===== src/rtl/pipeline_hazard_ctrl.sv =====
// Stall/flush sequencer for the 5-stage pipeline: RAW hazard stall, branch flush, data-memory wait.
// Optional macro FORWARDING_EN: restrict stalls to the EXE load-use case.
module pipeline_hazard_ctrl #(
    parameter int unsigned MEM_TIMEOUT = 16,
    parameter int unsigned CNT_W       = 16
) (
    input  logic             clk,
    input  logic             rst,
    input  logic [3:0]       id_src1,
    input  logic             id_src1_en,
    input  logic [3:0]       id_src2,
    input  logic             id_two_src,
    input  logic [3:0]       exe_dest,
    input  logic             exe_wb_en,
    input  logic             exe_mem_r_en,
    input  logic [3:0]       mem_dest,
    input  logic             mem_wb_en,
    input  logic             branch_taken,
    input  logic             mem_req,
    input  logic             mem_ready,
    output logic             freeze_pc,
    output logic             freeze_ifid,
    output logic             bubble_idexe,
    output logic             flush,
    output logic             mem_freeze,
    output logic             hazard,
    output logic             mem_err,
    output logic [CNT_W-1:0] stall_cnt
);

    localparam int unsigned WAIT_W = (MEM_TIMEOUT > 1) ? $clog2(MEM_TIMEOUT) : 1;
    localparam logic [WAIT_W-1:0] WAIT_LAST = WAIT_W'(MEM_TIMEOUT - 1);

    typedef enum logic [1:0] {
        RUN,
        MEM_WAIT,
        ERR
    } state_e;

    state_e             state_q;
    logic [WAIT_W-1:0]  wait_cnt_q;
    logic [CNT_W-1:0]   stall_cnt_q;
    logic [CNT_W-1:0]   stall_cnt_d;
    logic               hazard_raw;
    logic               mem_freeze_c;
    logic               stall_c;

`ifdef FORWARDING_EN
    logic unused_mem;
    assign unused_mem = ^{mem_dest, mem_wb_en};
    assign hazard_raw = exe_mem_r_en & exe_wb_en &
                        ((id_src1_en & (exe_dest == id_src1)) |
                         (id_two_src & (exe_dest == id_src2)));
`else
    logic unused_ld;
    assign unused_ld  = exe_mem_r_en;
    assign hazard_raw = (id_src1_en & exe_wb_en & (exe_dest == id_src1)) |
                        (id_src1_en & mem_wb_en & (mem_dest == id_src1)) |
                        (id_two_src & exe_wb_en & (exe_dest == id_src2)) |
                        (id_two_src & mem_wb_en & (mem_dest == id_src2));
`endif

    always_comb begin
        mem_freeze_c = ((state_q == RUN) & mem_req & ~mem_ready) |
                       ((state_q == MEM_WAIT) & ~mem_ready) |
                       (state_q == ERR);
        stall_c      = hazard_raw & ~mem_freeze_c & ~branch_taken;
        stall_cnt_d  = stall_cnt_q;
        if (stall_c && (stall_cnt_q != '1)) begin
            stall_cnt_d = stall_cnt_q + CNT_W'(1);
        end
    end

    // Outputs are forced low for the whole reset pulse, not just after the edge.
    always_comb begin
        freeze_pc    = 1'b0;
        freeze_ifid  = 1'b0;
        bubble_idexe = 1'b0;
        flush        = 1'b0;
        mem_freeze   = 1'b0;
        hazard       = 1'b0;
        mem_err      = 1'b0;
        stall_cnt    = stall_cnt_q;
        if (!rst) begin
            freeze_pc    = stall_c;
            freeze_ifid  = stall_c;
            bubble_idexe = stall_c;
            flush        = branch_taken & ~mem_freeze_c;
            mem_freeze   = mem_freeze_c;
            hazard       = hazard_raw;
            mem_err      = (state_q == ERR);
        end
    end

    always_ff @(posedge clk or posedge rst) begin
        if (rst) begin
            state_q    <= RUN;
            wait_cnt_q <= '0;
        end else begin
            case (state_q)
                RUN: begin
                    if (mem_req && !mem_ready) begin
                        state_q    <= MEM_WAIT;
                        wait_cnt_q <= '0;
                    end
                end
                MEM_WAIT: begin
                    if (mem_ready) begin
                        state_q <= RUN;
                    end else if (wait_cnt_q == WAIT_LAST) begin
                        state_q <= ERR;
                    end else begin
                        wait_cnt_q <= wait_cnt_q + WAIT_W'(1);
                    end
                end
                ERR:     state_q <= ERR;
                default: state_q <= RUN;
            endcase
        end
    end

    always_ff @(posedge clk or posedge rst) begin
        if (rst) begin
            stall_cnt_q <= '0;
        end else begin
            stall_cnt_q <= stall_cnt_d;
        end
    end

endmodule


===== config.mk =====
export PLATFORM = sky130hd
export DESIGN_NAME = pipeline_hazard_ctrl
export DESIGN_NICKNAME = d
export VERILOG_FILES = /design/src/rtl/pipeline_hazard_ctrl.sv
export SDC_FILE = /design/constraint.sdc
export NUM_CORES = 1
export LEC_CHECK = 0
export CAP_MARGIN = 20
export CORE_MARGIN = 1.5
export CORE_UTILIZATION = 40
export CTS_CLUSTER_DIAMETER = 30
export CTS_CLUSTER_SIZE = 28
export DETAILED_ROUTE_END_ITERATION = 8
export PLACE_DENSITY = 0.82
export SLEW_MARGIN = 40
export SYNTH_ARGS = -nofsm -noshare
export SYNTH_HDL_FRONTEND = slang
export SYNTH_SLANG_ARGS = --single-unit

===== constraint.sdc =====
create_clock -name clk -period 2 [get_ports clk]
set_input_delay 0.4 -clock clk [delete_from_list [all_inputs] [get_ports clk]]
set_output_delay 0.4 -clock clk [all_outputs]
set_load 0.05 [all_outputs]

Word level (Yosys, flattened, before mapping)
Cells that the tools add are included.
Widths: inputs -> output; s select.
{"block": "totals", "register_bits": 22, "inputBits": 26, "out_inout_bits": 23, "elab_cells": 59}
{"block": "classes", "n_mux": 13, "reduce_logical": 7, "addsub": 2, "bitwise": 22, "eq_ne": 12}
{"cell": "$add 16x1->16 const B", "count": 1}
{"cell": "$eq 4x4->1", "count": 4}
{"cell": "$ne 16x16->1 const B", "count": 1}
{"cell": "$and 1x1->1", "count": 14}
{"cell": "$mux 4", "count": 3}
{"cell": "$pmux 4 s2", "count": 1}
{"cell": "$mux 2", "count": 3}
{"cell": "$pmux 2 s3", "count": 1}
{"cell": "$mux 1", "count": 5}
{"cell": "$or 1x1->1", "count": 5}
{"cell": "$add 4x1->4 const B", "count": 1}
{"cell": "$eq 4x4->1 const B", "count": 1}
{"cell": "$ne 2x2->1 const B", "count": 2}
{"cell": "$reduce_and 4->1", "count": 1}
{"cell": "$ne 3x2->1 const B", "count": 1}
{"cell": "$not 1->1", "count": 3}
{"cell": "$eq 2x1->1 const B", "count": 1}
{"cell": "$eq 2x2->1 const B", "count": 1}
{"cell": "$logic_and 1x1->1", "count": 2}
{"cell": "$logic_not 2->1", "count": 1}
{"cell": "$ne 2x1->1 const B", "count": 1}
{"cell": "$reduce_and 2->1", "count": 1}
{"cell": "$reduce_bool 2->1", "count": 1}
{"cell": "$logic_not 1->1", "count": 1}

Logic depth before layout (Yosys ltp)
{"block": "depth", "depth_word": 9, "mapped_depth": 8, "ltp_nobuf": 7}

Worst setup path before layout
No wires, ideal clock.
{"block": "synth_path", "path_type": "input to output", "startpoint": "input mem_dest[0]", "endpoint": "output freeze_ifid", "path_buffers": 1, "arrival_time_ns": 2.138, "stages": 6, "slack_ns": -0.538, "cell_sequence": "inv_1 a222oi_1 or4b_1 nand4_1 and3_1 buf_4"}
{"block": "synth_between", "elab_chain_len": 8, "word_cells_on_any_way": 10, "classes_between": "eq/ne (2); mux (1); bitwise (7)"}
{"item": "start, declared", "line": "16", "source": "input logic [3:0] mem_dest,"}
{"item": "$eq 4x4->1", "line": "58", "source": "(id_src1_en & mem_wb_en & (mem_dest == id_src1)) |"}
{"item": "$and 1x1->1", "line": "58"}
{"item": "$or 1x1->1", "line": "57", "source": "assign hazard_raw = (id_src1_en & exe_wb_en & (exe_dest == id_src1)) |"}
{"item": "$or 1x1->1", "line": "58"}
{"item": "$or 1x1->1 *", "line": "59", "source": "(id_two_src & exe_wb_en & (exe_dest == id_src2)) |"}
{"item": "$and 1x1->1 * (2 in series)", "line": "67", "source": "stall_c = hazard_raw & ~mem_freeze_c & ~branch_taken;"}
{"item": "$mux 1 *"}
{"item": "end, declared", "line": "22", "source": "output logic freeze_ifid,"}
Mark *: on every way between the ends. The rest lies on a longest branch, timed or not.

Final worst setup path
{"block": "layout_path", "startpoint": "input mem_dest[0]", "endpoint": "output freeze_ifid"}
{"block": "layout_between", "elab_chain_len": 8, "word_cells_on_any_way": 10, "classes_between": "eq/ne (2); mux (1); bitwise (7)"}
{"item": "$eq 4x4->1", "line": "58"}
{"item": "$and 1x1->1", "line": "58"}
{"item": "$or 1x1->1", "line": "57"}
{"item": "$or 1x1->1", "line": "58"}
{"item": "$or 1x1->1 *", "line": "59"}
{"item": "$and 1x1->1 * (2 in series)", "line": "67"}
{"item": "$mux 1 *", "line": "84", "source": "if (!rst) begin"}
Marks and branches as above.

==> impl_metrics.tcl <==
set metrics [dict create \
    seq_area_frac_synth_pct 40.0 \
    drv_cap 0 \
    layout.cells.most_common_list "sky130_fd_sc_hd__buf_4, sky130_fd_sc_hd__xor2_1, sky130_fd_sc_hd__dlygate4sd2_1, sky130_fd_sc_hd__dfrtp_1" \
    hold_buffers 0 \
    route.vias.total 1399 \
    rows 21 \
    power.static_leakage_nw 1.16 \
    slew-limit-headroom_pct 65.4 \
    slew_violations 0 \
    detail_route.wl_per_cell_um 14.2 \
    rsz0062_at_grt "yes" \
    outcome "finished, violations left" \
    internal_power_mw 1.10 \
    grt_max_degree 23 \
    layout.core_utilization_pct 73.5 \
    die-width_um 61.7 \
    syn_area_per_cell_sq_um 9.76 \
    min-delay-path-class "in2reg" \
    syn-instance-count 141 \
    final_common_cell "sky130_fd_sc_hd__buf_4" \
    required_ps 1600 \
    netSwitchingPower_mw 0.630 \
    logic_pwr_share_pct 47.3 \
    synth_area_sq_mm 0.00138 \
    design.core.area_sq_mm 0.00331 \
    syn_nets 169 \
    power.sequential.fraction_pct 32.6 \
    failed_checks "setup timing" \
    final_layout_size_suffix_gt1_share_pct 47.8 \
    clk_path_buf_depth 2 \
    global_route.overflow_total 0 \
    cts.root.buffer_cell "sky130_fd_sc_hd__clkbuf_4" \
    worst_hold_slack_ps 505 \
    post_synth_num_cell_types 37 \
    ys_seq_elements 22 \
    netlist.top_cell.by_area "sky130_fd_sc_hd__dfrtp_1" \
    post_layout_nonfiller_instances 272 \
    drt-initial-drc-count 44 \
    worstSetupStartpointType "input port" \
    ys_top_cells_by_area "sky130_fd_sc_hd__dfrtp_1, sky130_fd_sc_hd__xor2_1, sky130_fd_sc_hd__xnor2_1, sky130_fd_sc_hd__nand4_1, sky130_fd_sc_hd__nand3_1" \
    hold_viol 0 \
    post_layout_worst_setup_margin_ps -283 \
    crit_path_max_fanout 3 \
    via_per_inst 5.14 \
    hold_depth 3 \
    worst_setup_path_end_kind "output pin" \
    total_grt_usage_pct 21.1 \
    die_height_um 61.7 \
    crit-reg2reg-capture "stall_cnt[11]" \
    cts_buffers 3 \
    first_pass_iters 4 \
    hold_path_startpoint "mem_ready" \
    fill_cells 235 \
    die_area_sq_mm 0.00380 \
    detailed_place.area_sq_mm 0.00219 \
    synthDominantCellAreaShare_pct 40.0 \
    clock_power_share_pct 20.1 \
    synth_ff_type "sky130_fd_sc_hd__dfrtp_1" \
    clock_tree.htree_level_count 1 \
    fin_area_sq_mm 0.00243 \
    netSwitchingFraction_pct 36.4 \
    worst-endpoint-arrival_ps 1880 \
    start_util_pct 41.6 \
    antenna_cells 0 \
    timing.clock.skew_ps 11.6 \
    finalCritPeriodShare_pct 114 \
    timing_worst_slew_pin_value_ps 518 \
    tritoncts_num_sinks 22 \
    final_period_minus_worst_setup_slack_ps 2280 \
    place_congestion 0.824 \
    drc 0 \
    r2r_setup_slack_ps 40 \
    powerDensity_mw_per_mm2 711 \
    via_count_of_the_first_global_routing_pass 1398 \
    placed_cells 256 \
    clk-insertion-delay-late_ps 320 \
    nets 255 \
    dp_worst_setup_slack_ps -718 \
    cts_tree "built" \
    drt.antenna.violating_nets 0 \
    grt_antenna_before_repair 0 \
    grt_first_pass_wirelength_mm 5.93 \
    critical_path.reg2reg.startpoint "stall_cnt[1]" \
    clk_pin_slew_worst_paths_ps 130 \
    power.ir.vdd_worst_mv 0.413 \
    critPathKind "in2out" \
    fmaxAchievable_mhz 438 \
    worst_hold_path.endpoint "wait_cnt_q[3]" \
    number_of_enable_flip_flop_cells_after_synthesis 0 \
    synth.yosys.warnings 0 \
    dp_hpwl_mm 2.72 \
    final-setup-viol-count 5 \
    timing.reg2reg.worst_path_depth 6 \
    synth-async-reset-ratio_pct 100 \
    area.growth.synth_to_final_pct 76.9 \
    totalWireLength_mm 3.86 \
    portBuffers 47 \
    top_level_ports 49 \
]
## flip-flops by register name (all words and copies together) (netlist names)
name and cells:
wait_cnt_q 4, stall_cnt 16, state_q 2
## stage by stage
stage          power (mW)  TNS, ps
2_1_floorplan       0.933     -965
3_3_place_gp         1.22   -10140
3_5_place_dp         1.25   -10770
4_1_cts              1.63     -890
5_1_grt              1.82    -1220
6_report             1.73    -1030
## cells in the mapped netlist (4+ instances only)
master,instances
sky130_fd_sc_hd__nor3_1,6
sky130_fd_sc_hd__nand2_1,8
sky130_fd_sc_hd__nor2_1,10
sky130_fd_sc_hd__nand3_1,8
sky130_fd_sc_hd__inv_1,6
sky130_fd_sc_hd__nand4_1,9
sky130_fd_sc_hd__dfrtp_1,22
sky130_fd_sc_hd__nand2b_1,4
sky130_fd_sc_hd__xnor2_1,9
sky130_fd_sc_hd__or3_1,5
sky130_fd_sc_hd__xor2_1,18
## power by group through the flow
stage / sequential [mW] / combinational [mW] / clock [mW]
after detailed placement: 0.569 / 0.676 / 0
after floorplan: 0.650 / 0.283 / 0
after global routing: 0.572 / 0.873 / 0.374
final: 0.565 / 0.819 / 0.347
after CTS: 0.561 / 0.712 / 0.355
after global placement: 0.562 / 0.658 / 0
## how the worst max path moves through the flow
stage | from | end | slack, ps | cells past startpoint
floorplan | id_src2[0] | freeze_ifid | -260 | 5
global placement | mem_dest[0] | bubble_idexe | -700 | 7
detailed placement | mem_dest[0] | freeze_ifid | -720 | 7
CTS | mem_dest[0] | freeze_ifid | -240 | 7
global route | mem_dest[0] | freeze_pc | -320 | 7
finish | mem_dest[0] | freeze_ifid | -280 | 7
## area by class of cell
type / instances / area, sq um / area share [%]
Tap cell: 46 / 57.6 / 2.36
Multi-Input combinational cell: 109 / 931 / 38.2
Sequential cell: 22 / 562 / 23.1
Clock buffer: 3 / 22.5 / 0.925
Timing Repair Buffer: 85 / 810 / 33.2
Clock inverter: 1 / 30.0 / 1.23
Inverter: 6 / 22.5 / 0.925
## metal layers
layer	GRT usage (%)	vias to the layer above	share of wire, %
li1	-	668	-
met1	24.2	678	40
met2	38.2	46	53
met3	2.73	7	4.2
met4	10.6	0	2.2
met5	0	-	0
## critical path, cell delays in order
cell,delay [ps]
sky130_fd_sc_hd__buf_6,70
sky130_fd_sc_hd__inv_2,30
sky130_fd_sc_hd__a222oi_1,330
sky130_fd_sc_hd__or4b_4,510
sky130_fd_sc_hd__nand4_1,130
sky130_fd_sc_hd__and3_4,260
sky130_fd_sc_hd__buf_12,150
## repair_timing
item,4_1_cts,5_1_grt
setup buffers,9,8
resized for setup,62,19
pin swaps,11,15
endpoints found under the setup margin,20,20
## logic make-up (layout without fill, tap and decap cells)
family                   count (synthesis)  after routing  synth area share [%]
AND/OR/NAND/NOR                         66             66                  28.8
XOR/XNOR                                28             28                  18.4
flip-flops                              22             22                  40.0
AO/OA/AOI/OAI                           10             10                  4.64
buffers and inverters                   10             95                  3.91
multiplexers                             3              3                  2.45
adder cells (fa/ha/maj)                  2              2                  1.82
Power figures use the tool's default switching activity.
